File: config.mk
export PLATFORM = sky130hd
export DESIGN_NAME = array_div_sequential
export DESIGN_NICKNAME = d
export VERILOG_FILES = /design/src/rtl/array_div_sequential.sv
export SDC_FILE = /design/constraint.sdc
export NUM_CORES = 1
export LEC_CHECK = 0
export BUFFER_PORTS_ARGS = -buffer_cell sky130_fd_sc_hd__buf_2
export CAP_MARGIN = 20
export CORE_ASPECT_RATIO = 0.5
export CORE_MARGIN = 5
export CORE_UTILIZATION = 30
export CTS_CLUSTER_SIZE = 12
export DETAILED_ROUTE_END_ITERATION = 10
export SYNTH_ARGS = -nofsm -noshare
export SYNTH_HDL_FRONTEND = slang
export SYNTH_SLANG_ARGS = --single-unit
File: constraint.sdc
create_clock -name clk -period 2.4 [get_ports clk]
set_input_delay 0.72 -clock clk [delete_from_list [all_inputs] [get_ports clk]]
set_output_delay 0.72 -clock clk [all_outputs]
set_load 0.01 [all_outputs]
File: src/rtl/array_div_sequential.sv
// array_div_sequential
//   Sequential restoring divider on the TinyTapeout pinout. Each CALC cycle
//   resolves one quotient bit. Operands come in on ui_in; the result goes out
//   on uo_out as {remainder, quotient}. The handshake is start/busy/done on uio.
//
// Ports
//   clk      rising-edge clock
//   rst      asynchronous, active-high reset
//   ui_in    [WIDTH-1:0] dividend, [WIDTH+3:4] divisor
//   uo_out   [WIDTH-1:0] quotient, [WIDTH+3:4] remainder (unused bits 0)
//   uio_in   [0] start (level, sampled in IDLE); other bits ignored
//   uio_out  [1] busy, [2] done, [3] div_by_zero; other bits 0
//   uio_oe   constant 8'b0000_1110
//   ena      ignored
//
// Configuration macro
//   DIV_STICKY_DONE_EN  defined: done stays high until the next accepted start.
//                       undefined: done is a one-cycle pulse.
//
// state | meaning
// IDLE  | waiting for start; uo_out holds the last result
// CALC  | one restoring shift/subtract step per cycle, WIDTH steps
// DONE  | publish the result; busy drops and done rises on the exit edge

module array_div_sequential #(
  parameter int WIDTH = 4
) (
  input  logic       clk,
  input  logic       rst,
  input  logic [7:0] ui_in,
  output logic [7:0] uo_out,
  input  logic [7:0] uio_in,
  output logic [7:0] uio_out,
  output logic [7:0] uio_oe,
  input  logic       ena
);

  typedef enum logic [1:0] {S_IDLE, S_CALC, S_DONE} state_e;

  state_e           state_q, state_d;
  logic [WIDTH-1:0] q_q, q_d;
  logic [WIDTH-1:0] d_q, d_d;
  logic [WIDTH:0]   r_q, r_d;
  logic [2:0]       cnt_q, cnt_d;
  logic [7:0]       uo_q, uo_d;
  logic             busy_q, busy_d;
  logic             done_q, done_d;
  logic             dbz_q, dbz_d;
  logic             hold_q, hold_d;

  logic             start;
  logic [WIDTH-1:0] dividend, divisor;
  logic [WIDTH:0]   r_shift;
  logic [WIDTH-1:0] q_shift;
  logic [WIDTH+1:0] trial;
  logic [7:0]       result;

  assign start    = uio_in[0];
  assign dividend = ui_in[WIDTH-1:0];
  assign divisor  = ui_in[WIDTH+3:4];

  // Shift {R,Q} left by one, then trial-subtract D; the extra top bit of
  // trial is the borrow that decides restore vs. keep.
  assign r_shift = {r_q[WIDTH-1:0], q_q[WIDTH-1]};
  assign q_shift = q_q << 1;
  assign trial   = {1'b0, r_shift} - {2'b00, d_q};

  always_comb begin
    result = '0;
    result[WIDTH-1:0] = q_q;
    result[WIDTH+3:4] = r_q[WIDTH-1:0];
  end

  always_comb begin
    state_d = state_q;
    q_d     = q_q;
    d_d     = d_q;
    r_d     = r_q;
    cnt_d   = cnt_q;
    uo_d    = uo_q;
    busy_d  = busy_q;
    dbz_d   = dbz_q;
    hold_d  = hold_q;
`ifdef DIV_STICKY_DONE_EN
    done_d  = done_q;
`else
    done_d  = 1'b0;
`endif

    case (state_q)
      S_IDLE: begin
        if (start) begin
          busy_d = 1'b1;
          done_d = 1'b0;
          if (divisor == '0) begin
            q_d     = '1;
            r_d     = {1'b0, dividend};
            dbz_d   = 1'b1;
            // Divide-by-zero lingers one extra cycle in DONE so its done
            // edge lands two clocks after the accepting edge.
            hold_d  = 1'b1;
            state_d = S_DONE;
          end else begin
            q_d     = dividend;
            d_d     = divisor;
            r_d     = '0;
            cnt_d   = 3'(WIDTH);
            dbz_d   = 1'b0;
            state_d = S_CALC;
          end
        end
      end

      S_CALC: begin
        if (trial[WIDTH+1]) begin
          r_d = r_shift;
          q_d = q_shift;
        end else begin
          r_d = trial[WIDTH:0];
          q_d = q_shift | WIDTH'(1);
        end
        cnt_d = cnt_q - 3'd1;
        if (cnt_q == 3'd1) state_d = S_DONE;
      end

      S_DONE: begin
        if (hold_q) begin
          hold_d = 1'b0;
        end else begin
          uo_d    = result;
          busy_d  = 1'b0;
          done_d  = 1'b1;
          state_d = S_IDLE;
        end
      end

      default: state_d = S_IDLE;
    endcase
  end

  always_ff @(posedge clk or posedge rst) begin
    if (rst) begin
      state_q <= S_IDLE;
      q_q     <= '0;
      d_q     <= '0;
      r_q     <= '0;
      cnt_q   <= '0;
      uo_q    <= '0;
      busy_q  <= 1'b0;
      done_q  <= 1'b0;
      dbz_q   <= 1'b0;
      hold_q  <= 1'b0;
    end else begin
      state_q <= state_d;
      q_q     <= q_d;
      d_q     <= d_d;
      r_q     <= r_d;
      cnt_q   <= cnt_d;
      uo_q    <= uo_d;
      busy_q  <= busy_d;
      done_q  <= done_d;
      dbz_q   <= dbz_d;
      hold_q  <= hold_d;
    end
  end

  assign uo_out  = uo_q;
  assign uio_out = {4'b0000, dbz_q, done_q, busy_q, 1'b0};
  assign uio_oe  = 8'b0000_1110;

  // R's top bit is only a working guard bit; ena and the upper uio_in bits
  // have no function.
  logic unused_ok;
  assign unused_ok = &{1'b0, ena, uio_in[7:1], ui_in, r_q[WIDTH]};

endmodule

==> out/results.md <==
• antenna violations before repair: 0
• clk sinks: 29
• effective utilization at floorplan: 31.46%
• Clk Latency, worst-skew pair: 0.28 ns
• Std-Cell Rows: 18
• Routed Antenna Nets: 0
• number of setup buffers added after CTS: 0
• Final Max Tran Viols: 0
• RR Endpoint: r_q[0]
• number of vias per cell after detailed routing: 4.461
• post-synthesis mux area share: 12.89%
• total gr overflow: 0
• area growth from synthesis to final layout: 14.16%
• pwr/cell area: 1343 nW/um^2
• gate count after technology mapping: 146
• via count of the first global-routing pass: 1066
• Synth Area in Compound Gates: 11.14%
• total vias in the final route: 1075
• period utilisation layout: 80.88%
• fraction of the mapped netlist area in simple logic gates: 11.38%
• clock-pin transition on the worst setup and hold timing paths: 0.06 ns
• clock buffer count from CTS: 5
• average size of a mapped cell: 10.77 um^2
• # H-tree levels: 2
• synthesized-area fraction occupied by xor and xnor cells: 1.114%
• data required time at the worst endpoint: 2.60 ns
• highest metal layer used by the detailed router: met4
• detail-routed net length per standard cell: 12.37 um
• CORE AREA: 5000 um^2
• number of cells on the worst reg-to-reg path: 6
• final standard cell utilization of the core: 35.91%
• leakage: 0.0008689 uW
• number of iterations in the first detailed-routing pass: 4
• wire length of the first global-routing pass: 4850 um
• Critical path origin: r_q[1]
• Post-DP HPWL: 2255 um
• drt total wl: 2980 um
• post-synthesis instance area: 1573 um^2
• DRC violations left: 0
• number of buffers added to fix hold violations after cts: 0
• Vert. Die Dim: 61.20 um
• final weighted congestion in routability-driven placement: 0.7675
• post-synthesis sequential area ratio: 46.14%
• worst setup path class: reg -> reg
• worst slew pin tran: 0.5686 ns
• achievable clock frequency: 515.2 MHz
• startpoint types: register
• horizontal extent of the die: 112.4 um
• largest net degree at the start of global routing: 17
• most instantiated flip-flop cell in the synthesis netlist: sky130_fd_sc_hd__dfrtp_1
• max-cap viol count: 0
• Synth Area in Adders: 6.046%
• count of port buffers added during placement: 21
• violation count after the first detailed-routing iteration: 61
• CP Data Arrival Time: 2.14 ns
• wire length on met3: 181 um
• metal2 WL: 1410 um
• type of the most critical hold path: in -> async
• min cycle time layout: 1.941 ns
• Crit. End Element: register
• Max VDD drop: 0.3351 mV
• Warnings, synthesis: 0
• met1 routed wirelength after detailed routing: 1326 um
• number of enable flip-flop cells after synthesis: 0
• fraction of layout cells with a size suffix above 1: 29.82%
• beginning of the worst register-to-register path: r_q[1]
• maximum count of clock buffers along a single path: 2
• Synth Register Bits: 29
• clock root buffer: sky130_fd_sc_hd__clkbuf_8
• I/O pin total: 43
• clock skew after layout: 0.004052 ns
• Total Negative Setup Slacks: 0 ns
• setup repair after global routing missed its margin: no
• Rel. slew slack: 62.05%
• setup violators final: 0
• fraction of synthesis flops using an asynchronous set or reset pin: 100.0%
• CTS tree: done
• dominant combinational cell family by area after synthesis: multiplexers
• Register-to-Register Setup Slack: 0.46 ns
• worst-path fanout max: 4
• count of different cell masters after synthesis: 32
• DIE AREA: 6879 um^2
• Global Route Usage Sum: 9.287%
• status: completed
• net total in the final layout: 196
• post-cts sizing count: 0
• number of hold violations in the final report: 0
• count of inserted antenna diode cells: 0
==> layout by cell type (no fill, tap or decap), drive strengths merged <==
cell / n
a21o: 1
a21oi: 7
a22o: 1
a31oi: 5
a32oi: 2
and2b: 1
buf: 25
clkbuf: 6
clkinv: 2
conb: 13
dfrtp: 29
fa: 1
ha: 6
inv: 9
mux2: 14
mux2i: 3
nand2: 10
nand2b: 3
nor2: 12
nor2b: 2
nor3: 3
nor3b: 1
nor4: 1
o21ai: 6
o21bai: 1
o22ai: 3
o31ai: 2
xor2: 2
==> synthesized netlist by cell type, types with 3 or more instances <==
cell | n | share of area [%]
sky130_fd_sc_hd__dfrtp_1 | 29 | 46
sky130_fd_sc_hd__nor2_1 | 12 | 2.9
sky130_fd_sc_hd__o21ai_0 | 6 | 1.9
sky130_fd_sc_hd__buf_4 | 17 | 8.1
sky130_fd_sc_hd__mux2i_1 | 3 | 1.9
sky130_fd_sc_hd__mux2_4 | 4 | 3.8
sky130_fd_sc_hd__a31oi_1 | 5 | 2.0
sky130_fd_sc_hd__nand2_1 | 10 | 2.4
sky130_fd_sc_hd__mux2_2 | 10 | 7.2
sky130_fd_sc_hd__a21oi_1 | 6 | 1.9
sky130_fd_sc_hd__inv_1 | 9 | 2.1
sky130_fd_sc_hd__ha_1 | 6 | 4.8
sky130_fd_sc_hd__o22ai_1 | 3 | 1.2
==> logic make-up after synthesis <==
| family | after synthesis |
|---|---|
| mux | 17 |
| buf+inv | 28 |
| xor+xnor | 2 |
| fa+ha+maj | 7 |
| compound gates | 28 |
| simple gates | 33 |
| flops | 29 |
| other cells | 2 |
==> layout make-up <==
class,instances,area (um^2)
clock inverter,2,10.01
inverter,9,33.78
tap,70,87.58
timing repair buffer,25,147.6
sequential,29,725.7
clock buffer,6,72.57
multi-input combinational,100,718.2
fill,495,3204
==> metrics by stage <==
step | setup WS [ns] | total power (uW) | cells | hold WS, ns | cell area, um^2
after floorplan | 0.5471 | 1768 | 157 | 0.4658 | 1614
after global placement | 0.4516 | 1995 | 233 | 0.4859 | 1713
after detailed placement | 0.4202 | 2040 | 233 | 0.4918 | 1713
after CTS | 0.4792 | 2429 | 241 | 0.5000 | 1795
after global routing | 0.3446 | 2630 | 241 | 0.5207 | 1795
final | 0.4589 | 2411 | 241 | 0.4835 | 1795
==> registers in the layout, indices dropped and copies added (netlist names) <==
name	count
uo_out	8
busy_q	1
hold_q	1
q_q	4
done_q	1
d_q	4
r_q	4
dbz_q	1
state_q	2
cnt_q	3
==> critical path, cell delays in order (launching register included) <==
cell	delay (ns)
sky130_fd_sc_hd__dfrtp_1	0.42
sky130_fd_sc_hd__ha_1	0.33
sky130_fd_sc_hd__o21ai_0	0.20
sky130_fd_sc_hd__a21oi_1	0.09
sky130_fd_sc_hd__nor3_2	0.31
sky130_fd_sc_hd__mux2_2	0.38
sky130_fd_sc_hd__o21ai_0	0.13
==> metal layers <==
metal / vias up / track usage [%]
li1: 519 / -
met1: 525 / 10.28
met2: 24 / 16.00
met3: 7 / 3.925
met4: 0 / 4.623
met5: - / 0
==> where the power goes <==
part	leakage [uW]	switching (uW)	internal (uW)	total (uW)
clock network	0.0000450	182	200	382
logic	0.000472	600	539	1140
registers	0.000351	170	720	890
==> worst max path at each step <==
stage	end	slack (ns)	cells after the start
6_report	r_q[0]	0.46	6
5_1_grt	r_q[0]	0.34	6
4_1_cts	r_q[0]	0.48	6
3_5_place_dp	cnt_q[2]	0.42	7
3_3_place_gp	cnt_q[2]	0.45	7
2_1_floorplan	d_q[0]	0.55	3
No activity file was read; power rests on OpenSTA's default activity.
